--- src/rtl/fifo_read_scheduler.sv ---
// fifo_read_scheduler
//   Read-side controller of the asynchronous FIFO, running in the r_clk domain.
//   Shares the single memory read port among N_REQ consumers with round-robin
//   arbitration and bounded bursts. Owns the binary/Gray read pointers, the
//   two-flop synchroniser for the incoming write-pointer Gray code, the
//   registered empty flag, and a flush that discards all unread contents.
//
// Ports
//   r_clk       read-domain clock
//   rst         asynchronous, active-low reset
//   req         per-consumer read request (level, held until served)
//   flush       single-cycle pulse, drops every word visible to the read side
//   w_ptr_gray  Gray-coded write pointer from the write clock domain
//   r_addr      memory read address (low ADDR_W bits of the binary pointer)
//   rd_en       combinational memory read strobe
//   gnt         combinational one-hot grant, zero whenever rd_en is low
//   rvalid      gnt delayed one cycle, aligned with registered memory data
//   r_ptr_gray  registered Gray read pointer for the write domain
//   empty       registered empty flag
module fifo_read_scheduler #(
    parameter int unsigned ADDR_W    = 3,
    parameter int unsigned N_REQ     = 4,
    parameter int unsigned BURST_MAX = 4
) (
    input  logic              r_clk,
    input  logic              rst,
    input  logic [N_REQ-1:0]  req,
    input  logic              flush,
    input  logic [ADDR_W:0]   w_ptr_gray,
    output logic [ADDR_W-1:0] r_addr,
    output logic              rd_en,
    output logic [N_REQ-1:0]  gnt,
    output logic [N_REQ-1:0]  rvalid,
    output logic [ADDR_W:0]   r_ptr_gray,
    output logic              empty
);

    localparam int unsigned IDX_W = $clog2(N_REQ);
    localparam int unsigned CNT_W = $clog2(BURST_MAX + 1);
    localparam logic [CNT_W-1:0] CNT_MAX = CNT_W'(BURST_MAX);

    typedef enum logic {
        IDLE,
        BURST
    } state_t;

    state_t           state;
    logic [ADDR_W:0]  r_bin;
    logic [ADDR_W:0]  r_bin_next;
    logic [ADDR_W:0]  r_gray_next;
    logic [ADDR_W:0]  wq1;
    logic [ADDR_W:0]  wq2;
    logic [IDX_W-1:0] prio;
    logic [IDX_W-1:0] owner;
    logic [IDX_W-1:0] rr_pick;
    logic [IDX_W-1:0] scan_idx;
    logic [IDX_W-1:0] grant_idx;
    logic             rr_found;
    logic [CNT_W-1:0] cnt;
    logic             burst_release;

    function automatic logic [ADDR_W:0] gray2bin(input logic [ADDR_W:0] g);
        logic [ADDR_W:0] b;
        b = g;
        for (int unsigned i = ADDR_W; i > 0; i--) begin
            b[i-1] = b[i] ^ g[i-1];
        end
        return b;
    endfunction

    // Round-robin search: first requester at or after prio, wrapping.
    always_comb begin
        rr_pick  = '0;
        rr_found = 1'b0;
        scan_idx = '0;
        for (int unsigned i = 0; i < N_REQ; i++) begin
            scan_idx = IDX_W'((32'(prio) + i) % N_REQ);
            if (!rr_found && req[scan_idx]) begin
                rr_found = 1'b1;
                rr_pick  = scan_idx;
            end
        end
    end

    // The owner gives up the port when it stops requesting or has used its
    // whole burst; that cycle is the single bubble between owners.
    assign burst_release = (state == BURST) && (!req[owner] || (cnt >= CNT_MAX));

    always_comb begin
        rd_en     = 1'b0;
        grant_idx = owner;
        gnt       = '0;
        if (!flush && !empty) begin
            if (state == IDLE) begin
                if (rr_found) begin
                    rd_en     = 1'b1;
                    grant_idx = rr_pick;
                end
            end else if (!burst_release) begin
                rd_en = 1'b1;
            end
        end
        if (rd_en) begin
            gnt[grant_idx] = 1'b1;
        end
    end

    assign r_addr      = r_bin[ADDR_W-1:0];
    assign r_bin_next  = r_bin + {{ADDR_W{1'b0}}, rd_en};
    assign r_gray_next = r_bin_next ^ (r_bin_next >> 1);

    always_ff @(posedge r_clk or negedge rst) begin
        if (!rst) begin
            wq1        <= '0;
            wq2        <= '0;
            r_bin      <= '0;
            r_ptr_gray <= '0;
            empty      <= 1'b1;
            state      <= IDLE;
            prio       <= '0;
            owner      <= '0;
            cnt        <= '0;
            rvalid     <= '0;
        end else begin
            wq1    <= w_ptr_gray;
            wq2    <= wq1;
            // gnt is forced low during flush, so this also clears rvalid after it
            rvalid <= gnt;
            if (flush) begin
                // Jump the read pointer onto the synchronised write pointer.
                r_bin      <= gray2bin(wq2);
                r_ptr_gray <= wq2;
                empty      <= 1'b1;
                state      <= IDLE;
                cnt        <= '0;
            end else begin
                r_bin      <= r_bin_next;
                r_ptr_gray <= r_gray_next;
                empty      <= (r_gray_next == wq2);
                unique case (state)
                    IDLE: begin
                        if (rd_en) begin
                            owner <= rr_pick;
                            cnt   <= CNT_W'(1);
                            state <= BURST;
                        end
                    end
                    BURST: begin
                        if (burst_release) begin
                            prio  <= IDX_W'((32'(owner) + 1) % N_REQ);
                            state <= IDLE;
                        end else if (rd_en) begin
                            cnt <= cnt + CNT_W'(1);
                        end
                    end
                    default: state <= IDLE;
                endcase
            end
        end
    end

endmodule

--- config.mk ---
export PLATFORM = sky130hd
export DESIGN_NAME = fifo_read_scheduler
export DESIGN_NICKNAME = d
export VERILOG_FILES = /design/src/rtl/fifo_read_scheduler.sv
export SDC_FILE = /design/constraint.sdc
export NUM_CORES = 1
export LEC_CHECK = 0
export CAP_MARGIN = 20
export CELL_PAD_IN_SITES_DETAIL_PLACEMENT = 0
export CELL_PAD_IN_SITES_GLOBAL_PLACEMENT = 1
export CORE_ASPECT_RATIO = 0.75
export CORE_MARGIN = 2
export CORE_UTILIZATION = 42
export DETAILED_ROUTE_END_ITERATION = 16
export HOLD_SLACK_MARGIN = 0.15
export PLACE_DENSITY = 0.82
export RECOVER_POWER = 25
export SLEW_MARGIN = 20
export SYNTH_ARGS = -nofsm -noshare
export SYNTH_HDL_FRONTEND = slang
export SYNTH_SLANG_ARGS = --single-unit
--- constraint.sdc ---
create_clock -name r_clk -period 8.64 [get_ports r_clk]
set_input_delay 1.728 -clock r_clk [delete_from_list [all_inputs] [get_ports r_clk]]
set_output_delay 1.728 -clock r_clk [all_outputs]
set_load 0.01 [all_outputs]
# Yosys cells after proc, flatten, opt, wreduce, memory -nomap -nowiden
# Index checks and enable logic that the tools add are counted.
# Widths: inputs -> output; s select.
[totals] ff_bits=29 in_bits=11 output_inout_bits=17 elab_cells=89
[classes] addsub=6 order_cmp=8 eq_ne=4 n_mux=39 n_bitwise=6 n_reduce_logical=16
[ops] cell="$lt 2x3->1 const B" count=6
[ops] cell="$mux 1" count=17
[ops] cell="$mux 2" count=7
[ops] cell="$mux 3" count=4
[ops] cell="$mux 4" count=3
[ops] cell="$bmux 1 s2" count=5
[ops] cell="$ne 3x3->1 const B" count=3
[ops] cell="$reduce_and 3->1" count=3
[ops] cell="$logic_and 1x1->1" count=6
[ops] cell="$logic_not 1->1" count=6
[ops] cell="$pmux 3 s2" count=1
[ops] cell="$add 2x1->2 const B" count=2
[ops] cell="$add 2x2->2 const B" count=2
[ops] cell="$add 4x1->4" count=1
[ops] cell="$eq 4x4->1" count=1
[ops] cell="$xor 4x3->4" count=1
[ops] cell="$add 3x1->3 const B" count=1
[ops] cell="$ge 3x3->1 const B" count=1
[ops] cell="$xor 1x1->1" count=3
[ops] cell="$demux 1 s2" count=1
[ops] cell="$ge 2x1->1 const B" count=1
[ops] cell="$not 1->1" count=2
[ops] cell="$pmux 1 s2" count=1
[ops] cell="$logic_or 1x1->1" count=1

# Logic depth before layout (Yosys ltp)
# Gate-level depths: netlist (run 1).
[logic_depth] depth_word=20 mapped_depth=10 mapped_depth_nobuf=10

# Least setup slack after synthesis (run 1)
# Ideal clock, no wire load.
[synth_timing] kind="input to output" from="input req[0]" to="output gnt[2]" arrival_time_ps=2951 slack_ps=3961 stages=4 n_path_buf=0 cell_sequence="nor4_1 -> nor4_1 -> a41o_1 -> a211oi_1"
[synth_via] elab_chain_len=20 word_cells_on_any_way=40
[synth_lines] element="start: declaration" line_no="27" source="input logic [N_REQ-1:0] req,"
[synth_lines] element="$bmux 1 s2" line_no="78" source="if (!rr_found && req[scan_idx]) begin"
[synth_lines] element="$mux 1 (not written as such)" line_no="78"
[synth_lines] element="$mux 1" line_no="78"
[synth_lines] element="$logic_not 1->1" line_no="78"
[synth_lines] element="$logic_and 1x1->1" line_no="78"
[synth_lines] element="$mux 1" line_no="78"
[synth_lines] element="$logic_not 1->1" line_no="78"
[synth_lines] element="$logic_and 1x1->1" line_no="78"
[synth_lines] element="[4 not listed]"
[synth_lines] element="$mux 2" line_no="95" source="if (rr_found) begin"
[synth_lines] element="$mux 2" line_no="94" source="if (state == IDLE) begin"
[synth_lines] element="$mux 2" line_no="93" source="if (!flush && !empty) begin"
[synth_lines] element="$lt 2x3->1 (not written as such) or $ge 2x1->1 (tied branches)" line_no="104" source="gnt[grant_idx] = 1'b1;"
[synth_lines] element="$logic_and 1x1->1 (not written as such)" line_no="104"
[synth_lines] element="$mux 1 (not written as such)" line_no="104"
[synth_lines] element="$demux 1 s2" line_no="104"
[synth_lines] element="$mux 4 *" line_no="103" source="if (rd_en) begin"
[synth_lines] element="end: declaration" line_no="32" source="output logic [N_REQ-1:0] gnt,"
# Mark *: on every way between the ends. The rest lies on a longest branch, timed or not. The select of a mux whose other input is x is not followed.

# Worst setup path in the final report (run 1)
[layout_timing] from="input flush" to="output gnt[3]"
[layout_via] elab_chain_len=8 word_cells_on_any_way=10
[layout_lines] element="start: declaration" line_no="28" source="input logic flush,"
[layout_lines] element="$logic_not 1->1 *" line_no="93"
[layout_lines] element="$logic_and 1x1->1 *" line_no="93"
[layout_lines] element="$mux 2" line_no="93"
[layout_lines] element="$lt 2x3->1 (not written as such) or $ge 2x1->1 (tied branches)" line_no="104"
[layout_lines] element="$logic_and 1x1->1 (not written as such)" line_no="104"
[layout_lines] element="$mux 1 (not written as such)" line_no="104"
[layout_lines] element="$demux 1 s2" line_no="104"
[layout_lines] element="$mux 4 *" line_no="103"
# Mark *: on every way between the ends. The rest lies on a longest branch, timed or not.

==> results of run 1 <==
## per-layer routing
layer  part of all wire (%)  track usage [%]  routed length [um]  vias to the layer above
li1                       -                -                   -                      469
met1                     48             23.5                1270                      483
met2                     45             25.5                1210                       26
met3                    5.9             6.45                 157                        4
met4                    1.3             6.21                  35                        0
met5                      0                0                   0                        -
## metrics by stage
stage / instance area [um2] / power (W) / hold WS [ns] / util, % / instances
after global routing: 1710 / 0.000444 / 0.367 / 57.4 / 182
final: 1710 / 0.000415 / 0.355 / 57.4 / 182
after detailed placement: 1640 / 0.000316 / 0.336 / 55.1 / 178
after floorplan: 1330 / 0.000259 / 0.331 / - / 115
after CTS: 1710 / 0.000419 / 0.358 / 57.5 / 182
after global placement: 1640 / 0.000311 / 0.332 / 55.1 / 178
## cells in the final DEF (no fill, tap or decap), types with 5 or more instances in the layout
master	count
o21ai_0	5
dfrtp_1	27
xor2_1	5
clkdlybuf4s50_1	22
nand2_1	7
nor2_1	6
a21oi_1	5
nor2b_1	7
xnor2_1	6
dlygate4sd3_1	5
## area by class of cell
class / instances / area [um2] / area share (%)
Tap cell: 38 / 47.5 / 2.78
Clock inverter: 1 / 30.0 / 1.76
Inverter: 3 / 11.3 / 0.659
Timing Repair Buffer: 28 / 274 / 16.0
Sequential cell: 28 / 702 / 41.1
Clock buffer: 3 / 41.3 / 2.42
Multi-Input combinational cell: 81 / 603 / 35.3
## logic make-up (layout without fill, tap and decap cells)
group           after synthesis  after routing
xor+xnor                     11             11
simple gates                 36             36
fa+ha+maj                     3              3
mux                           7              7
flops                        28             28
buf+inv                       6             35
compound gates               24             24
## state kept, by name, indices dropped and copies added, names as in the netlist
signal / count
cnt: 3
empty: 1
owner: 2
prio: 2
r_bin: 4
r_ptr_gray: 3
rvalid: 4
state: 1
wq1: 4
wq2: 4
## how the worst max path moves through the flow
stage | end | slack [ns]
after floorplan | gnt[2] | 3.96
after global placement | gnt[3] | 2.58
after detailed placement | gnt[3] | 2.46
after CTS | gnt[3] | 2.44
after global routing | gnt[3] | 2.22
final | gnt[3] | 2.40
## report_power, final
group,internal [W],total [W],switching (W)
sequential,0.000155,0.000177,0.0000226
combinational,0.0000726,0.000136,0.0000630
clock,0.0000620,0.000102,0.0000399
total,0.000289,0.000415,0.000125
==> metrics.md, run 1 <==
| Metric | Value |
|---|---|
| H-tree lvl count | 1 |
| Largest family of logic cells by synthesized area | simple AND/OR/NAND/NOR gates |
| Reg-to-Reg End | empty |
| Synth Flop Type | dfrtp_1 |
| Final wirelength | about 2700 um |
| CTS buffer count | 3 |
| Core Rows | 17 |
| Hold WC Path Type | reg -> reg |
| Mux contribution to synthesized area | under 10% |
| FF-to-FF setup slack | 5.45 ns |
| Async S/R FF share, synth | between 90% and 100% |
| Final hold vios | 0 |
| Clock skew | approximately 0.0024 ns |
| WL/cell | between 10 and 15 um |
| Status | finished, final reports clean |
| VDD IR-drop max | between 0.1 and 0.15 mV |
| Syn Std Cell Area | roughly 1300 um2 |
| Synthesized net count | approximately 130 |
| Slowest Stage Delay on Critical Path | a little over 0.8 ns |
| Worst EP required | between 6 and 7 ns |
| Initial Util | between 40% and 50% |
| Setup crit end kind | output port |
| Slew Viols, Final | 0 |
| Final setup fails | 0 |
| Largest net degree at the start of global routing | 29 |
| Setup TNS Final | 0 ns |
| Crit start category | input port |
| Fin nets | 159 |
| Detailed Routing Iterations Pass 1 | 4 |
| Commonest cells in the netlist | dfrtp_1, nand2_1, nor2b_1, nor2_1, xnor2_1 |
| Hold-critical path depth | 0 |
| Worst Tran Pin Value | about 1.4 ns |
| Placeable Area | ~3000 um2 |
| I/O Pins | 28 |
| CP max FO | 23 |
| Initial antenna violation count | 0 |
| Power Density | approximately 240 nW/um2 |
| Via density | about 5.4 |
| Initial DRC Count | 68 |
| Most Frequent Cell on Critical Path | clkdlybuf4s50_1 |
| Post-Synth XOR/XNOR Area | 7.26% |
| Hold Crit Start | wq1[3] |
| IO buf count | 27 |
| Final WS setup | around 2.4 ns |
| CP max stage cell | clkdlybuf4s50_1 |
| Synth Area in Compound Gates | between 10% and 20% |
| Distinct cells, synth | 37 |
| Clock sink count | 28 |
| Period utilization | between 70% and 80% |
| DRC viols | 0 |
| Worst path top cell family by delay | buffers and inverters |
| Total grt overflow | 0 |
| Post-CTS Setup Bufs | 0 |
| P_leak | 0.730 nW |
| RSZ-0062 raised after global routing | false |
| GPL Wtd Cong | just over 0.8 |
| Yosys top cell area share | 50.9% |
| CP Class | in -> out |
| FMAX | 160 MHz |
| Root buf cell | clkbuf_8 |
| First-pass GRT wire length | between 4000 and 5000 um |
| Vias in the first global route | just over 900 |
| Crit-path cells | clkdlybuf4s50_1, nor4_1, o211ai_1, a221oi_1, clkdlybuf4s50_1 |
| Gr usage total | 17.4% |
| Crit path buf inv count | 2 |
| Worst Path Arrival | ~4.5 ns |
| Post-Syn Instances | about 120 |
| Yosys warning total | 0 |
| Post-CTS sizing | 0 |
| DIE AREA | between 3000 and 4000 um2 |
| Post-synth top area cell | dfrtp_1 |
| Sequential area share after synthesis | roughly 53% |
| Routed Antenna Nets | 0 |
| Share of layout cells above drive strength 1 | around 9.7% |
| MaxCap Viol Count | 0 |
| Maximum buffer depth of the clock tree | 2 |
| Seq cells post-synth | 28 |
| Slew headroom | 4.99% |
| Post-synth EDFFs | 0 |
| Antenna cells | 0 |
| Syn Area/Cell | ~12 um2 |
| Most frequent cell after synthesis | dfrtp_1 |
| Crit path time final | roughly 6.2 ns |
| Synth Area in Adders | between 2 and 3% |
| Filler instances | 255 |
| Cell count along the critical path | 5 |
| Vias | a little under 1000 |
| Cts hold-fix bufs | 0 |
| Reg clk slew, reported paths | approximately 0.090 ns |
| Die width | 68.9 um |
| DP Worst Slack | approximately 2.5 ns |
| Launch point of the worst path | flush |
| Most area-consuming cells after synthesis | dfrtp_1, xnor2_1, mux4_2, nor2b_1, xor2_1 |
| Synth-to-Final Area Change | 28.7% |
| R2r startpoint | owner[0] |
| CTS tree | built |
| Simple-gate share of the synthesized area | approximately 16% |
| Worst-Skew Late Latency | 0.27 ns |
| WHS Endpoint | wq2[3] |
| HPWL Detailed | 2010 um |
| Die height | approximately 53 um |
| Worst R2R Path Depth | 9 |
Note: power is estimated with default switching activity, not from simulation.
==> run 2: changes to the inputs <==
--- a/config.mk
+++ b/config.mk
@@ -10,10 +10,10 @@
 export CELL_PAD_IN_SITES_GLOBAL_PLACEMENT = 1
 export CORE_ASPECT_RATIO = 0.75
 export CORE_MARGIN = 2
-export CORE_UTILIZATION = 42
+export CORE_UTILIZATION = 39
 export DETAILED_ROUTE_END_ITERATION = 16
 export HOLD_SLACK_MARGIN = 0.15
-export PLACE_DENSITY = 0.82
+export PLACE_DENSITY = 0.77
 export RECOVER_POWER = 25
 export SLEW_MARGIN = 20
 export SYNTH_ARGS = -nofsm -noshare
==> constraint.sdc (replaced) <==
create_clock -name r_clk -period 6.15 [get_ports r_clk]
set_input_delay 1.23 -clock r_clk [delete_from_list [all_inputs] [get_ports r_clk]]
set_output_delay 1.23 -clock r_clk [all_outputs]
set_load 0.01 [all_outputs]
==> run 2 against run 1 <==
Against the previous run:
- core utilization decreased by 4.8 points
- total power is 40% higher
- flip-flop and latch count stayed put
- final cell count rose by 1.6%
- critical path depth grew 1
- wire length decreased by 3.7%
- combinational power up 38%
- first-iteration DRC count is 38% lower
- largest cell class unchanged
- clock skew grew 0.0033 ns
- count of clock-buffer cells in the layout stayed put
- design area grew 0.59%
- worst setup slack worse by 1.2 ns
==> metrics.md, run 2 (synthesized netlist as in run 1, its figures left out) <==
| Metric | Value |
|---|---|
| CTS buffer count | 3 (unchanged) |
| Gr usage total | 15.5% (was 17.4%) |
| Vias in the first global route | 910 (was 909) |
| Die height | 54.5 um (was 52.7 um) |
| HPWL Detailed | 1920 um (was 2010 um) |
| Initial DRC Count | 42 (was 68) |
| Post-CTS sizing | 0 (unchanged) |
| P_leak | 0.734 nW (was 0.730 nW) |
| DIE AREA | 3890 um2 (was 3630 um2) |
| CP max FO | 23 (unchanged) |
| R2r startpoint | owner[0] (unchanged) |
| Cts hold-fix bufs | 0 (unchanged) |
| MaxCap Viol Count | 0 (unchanged) |
| Commonest non-fill, non-tap cell in the layout | dfrtp_1 (unchanged) |
| Maximum buffer depth of the clock tree | 2 (unchanged) |
| I/O Pins | 28 (unchanged) |
| Worst-Skew Late Latency | 0.27 ns (about the same) |
| GPL Wtd Cong | 0.851 (was 0.807) |
| Power Density | 337 nW/um2 (was 243 nW/um2) |
| Setup crit end kind | output port (unchanged) |
| CTS tree | built (unchanged) |
| WL/cell | 13.9 um (was 14.7 um) |
| Total grt overflow | 0 (unchanged) |
| Die width | 71.4 um (was 68.9 um) |
| IO buf count | 27 (unchanged) |
| Status | finished, final reports clean (unchanged) |
| Clock skew | 0.00571 ns (was 0.00236 ns) |
| Vias | 951 (was 982) |
| Routed Antenna Nets | 0 (unchanged) |
| Worst EP required | 4.92 ns (was 6.91 ns) |
| Crit path time final | approximately 4.9 ns |
| Antenna cells | 0 (unchanged) |
| Filler instances | 290 (was 255) |
| Slew headroom | 1.40% (was 4.99%) |
| Initial Util | 40.7% (was 44.6%) |
| Hold Crit Start | wq1[3] (unchanged) |
| Clock sink count | 28 (unchanged) |
| Root buf cell | clkbuf_8 (unchanged) |
| Detailed Routing Iterations Pass 1 | 3 (was 4) |
| FMAX | about 200 MHz |
| Initial antenna violation count | 0 (unchanged) |
| Final hold vios | 0 (unchanged) |
| Hold WC Path Type | reg -> reg (unchanged) |
| Period utilization | 79.9% |
| Setup TNS Final | 0 ns (unchanged) |
| DRC viols | 0 (unchanged) |
| Largest net degree at the start of global routing | 29 (unchanged) |
| Synth-to-Final Area Change | 29.5% (was 28.7%) |
| FF-to-FF setup slack | 2.96 ns (was 5.45 ns) |
| Slew Viols, Final | 0 (unchanged) |
| First-pass GRT wire length | 4520 um (was 4450 um) |
| Worst Tran Pin Value | 1.48 ns (was 1.43 ns) |
| Core Rows | 18 (was 17) |
| Placeable Area | 3270 um2 (was 2980 um2) |
| Crit start category | input port (unchanged) |
| H-tree lvl count | 1 (unchanged) |
| Reg clk slew, reported paths | 0.09 ns (about the same) |
| Final wirelength | 2580 um (was 2680 um) |
| Post-CTS Setup Bufs | 0 (unchanged) |
| Fin nets | 160 (was 159) |
| Placed Area | 1650 um2 (was 1640 um2) |
| Launch point of the worst path | flush (unchanged) |
| Via density | 5.14 (was 5.40) |
| Design area | 1720 um2 (was 1710 um2) |
| Final setup fails | 0 (unchanged) |
| Worst Path Arrival | 3.68 ns (was 4.51 ns) |
| Share of layout cells above drive strength 1 | 10.3% (was 9.72%) |
| VDD IR-drop max | 0.170 mV (was 0.133 mV) |
| Most frequent cells in the layout | dfrtp_1, clkdlybuf4s50_1, nand2_1, nor2b_1 (unchanged) |
| RSZ-0062 raised after global routing | false (unchanged) |
| CP Class | in -> out (unchanged) |
-- run 2: changes by cell type in the layout (fill, tap and decap cells not counted), sizes merged --
cell and change:
buf +1
-- run 2: worst max-delay path: stages --
cell and delay, ns:
clkdlybuf4s50_1 0.40, buf_4 0.21, nor4_1 0.46, o211ai_1 0.29
a221oi_1 0.47, clkdlybuf4s50_1 0.62
-- run 2: final timing paths --
path,depth (start not counted),to
hold / removal,0,wq2[3]
hold reg to reg,0,wq2[3]
setup reg to reg,9,empty
min in group asynchronous,2,r_bin[3]
setup / recovery,6,gnt[3]
max in group asynchronous,2,owner[1]
-- run 2: per-layer routing --
metal,track usage (%),share of wire [%],vias up
li1,-,-,470
met1,21.3,49,462
met2,24.5,46,17
met3,4.97,4.9,2
met4,2.83,0.35,0
met5,0,0,-
-- run 2: stage by stage --
stage	setup WS (ns)	hold slack, ns	util [%]	cells	power, W
3_5_place_dp	1.28	0.336	50.6	181	0.000442
3_3_place_gp	1.36	0.331	50.6	181	0.000438
4_1_cts	1.25	0.358	52.8	185	0.000589
2_1_floorplan	2.43	0.331	-	115	0.000364
6_report	1.24	0.355	52.6	185	0.000579
5_1_grt	0.964	0.374	52.6	185	0.000624
-- run 2: where the power goes --
part	leakage [nW]	internal (W)	switching, W
clock	0.0357	0.0000871	0.0000558
sequential	0.342	0.000217	0.0000301
combinational	0.356	0.000102	0.0000859
-- run 2: cell type report --
cell class,instances,area [um2],area share [%]
multi-input cells,81,603,35.1
inverters,3,11.3,0.655
clock inverters,1,30.0,1.75
flip-flops and latches,28,702,40.8
well taps,40,50.0,2.91
repair buffers,29,282,16.4
clock buffers,3,41.3,2.40
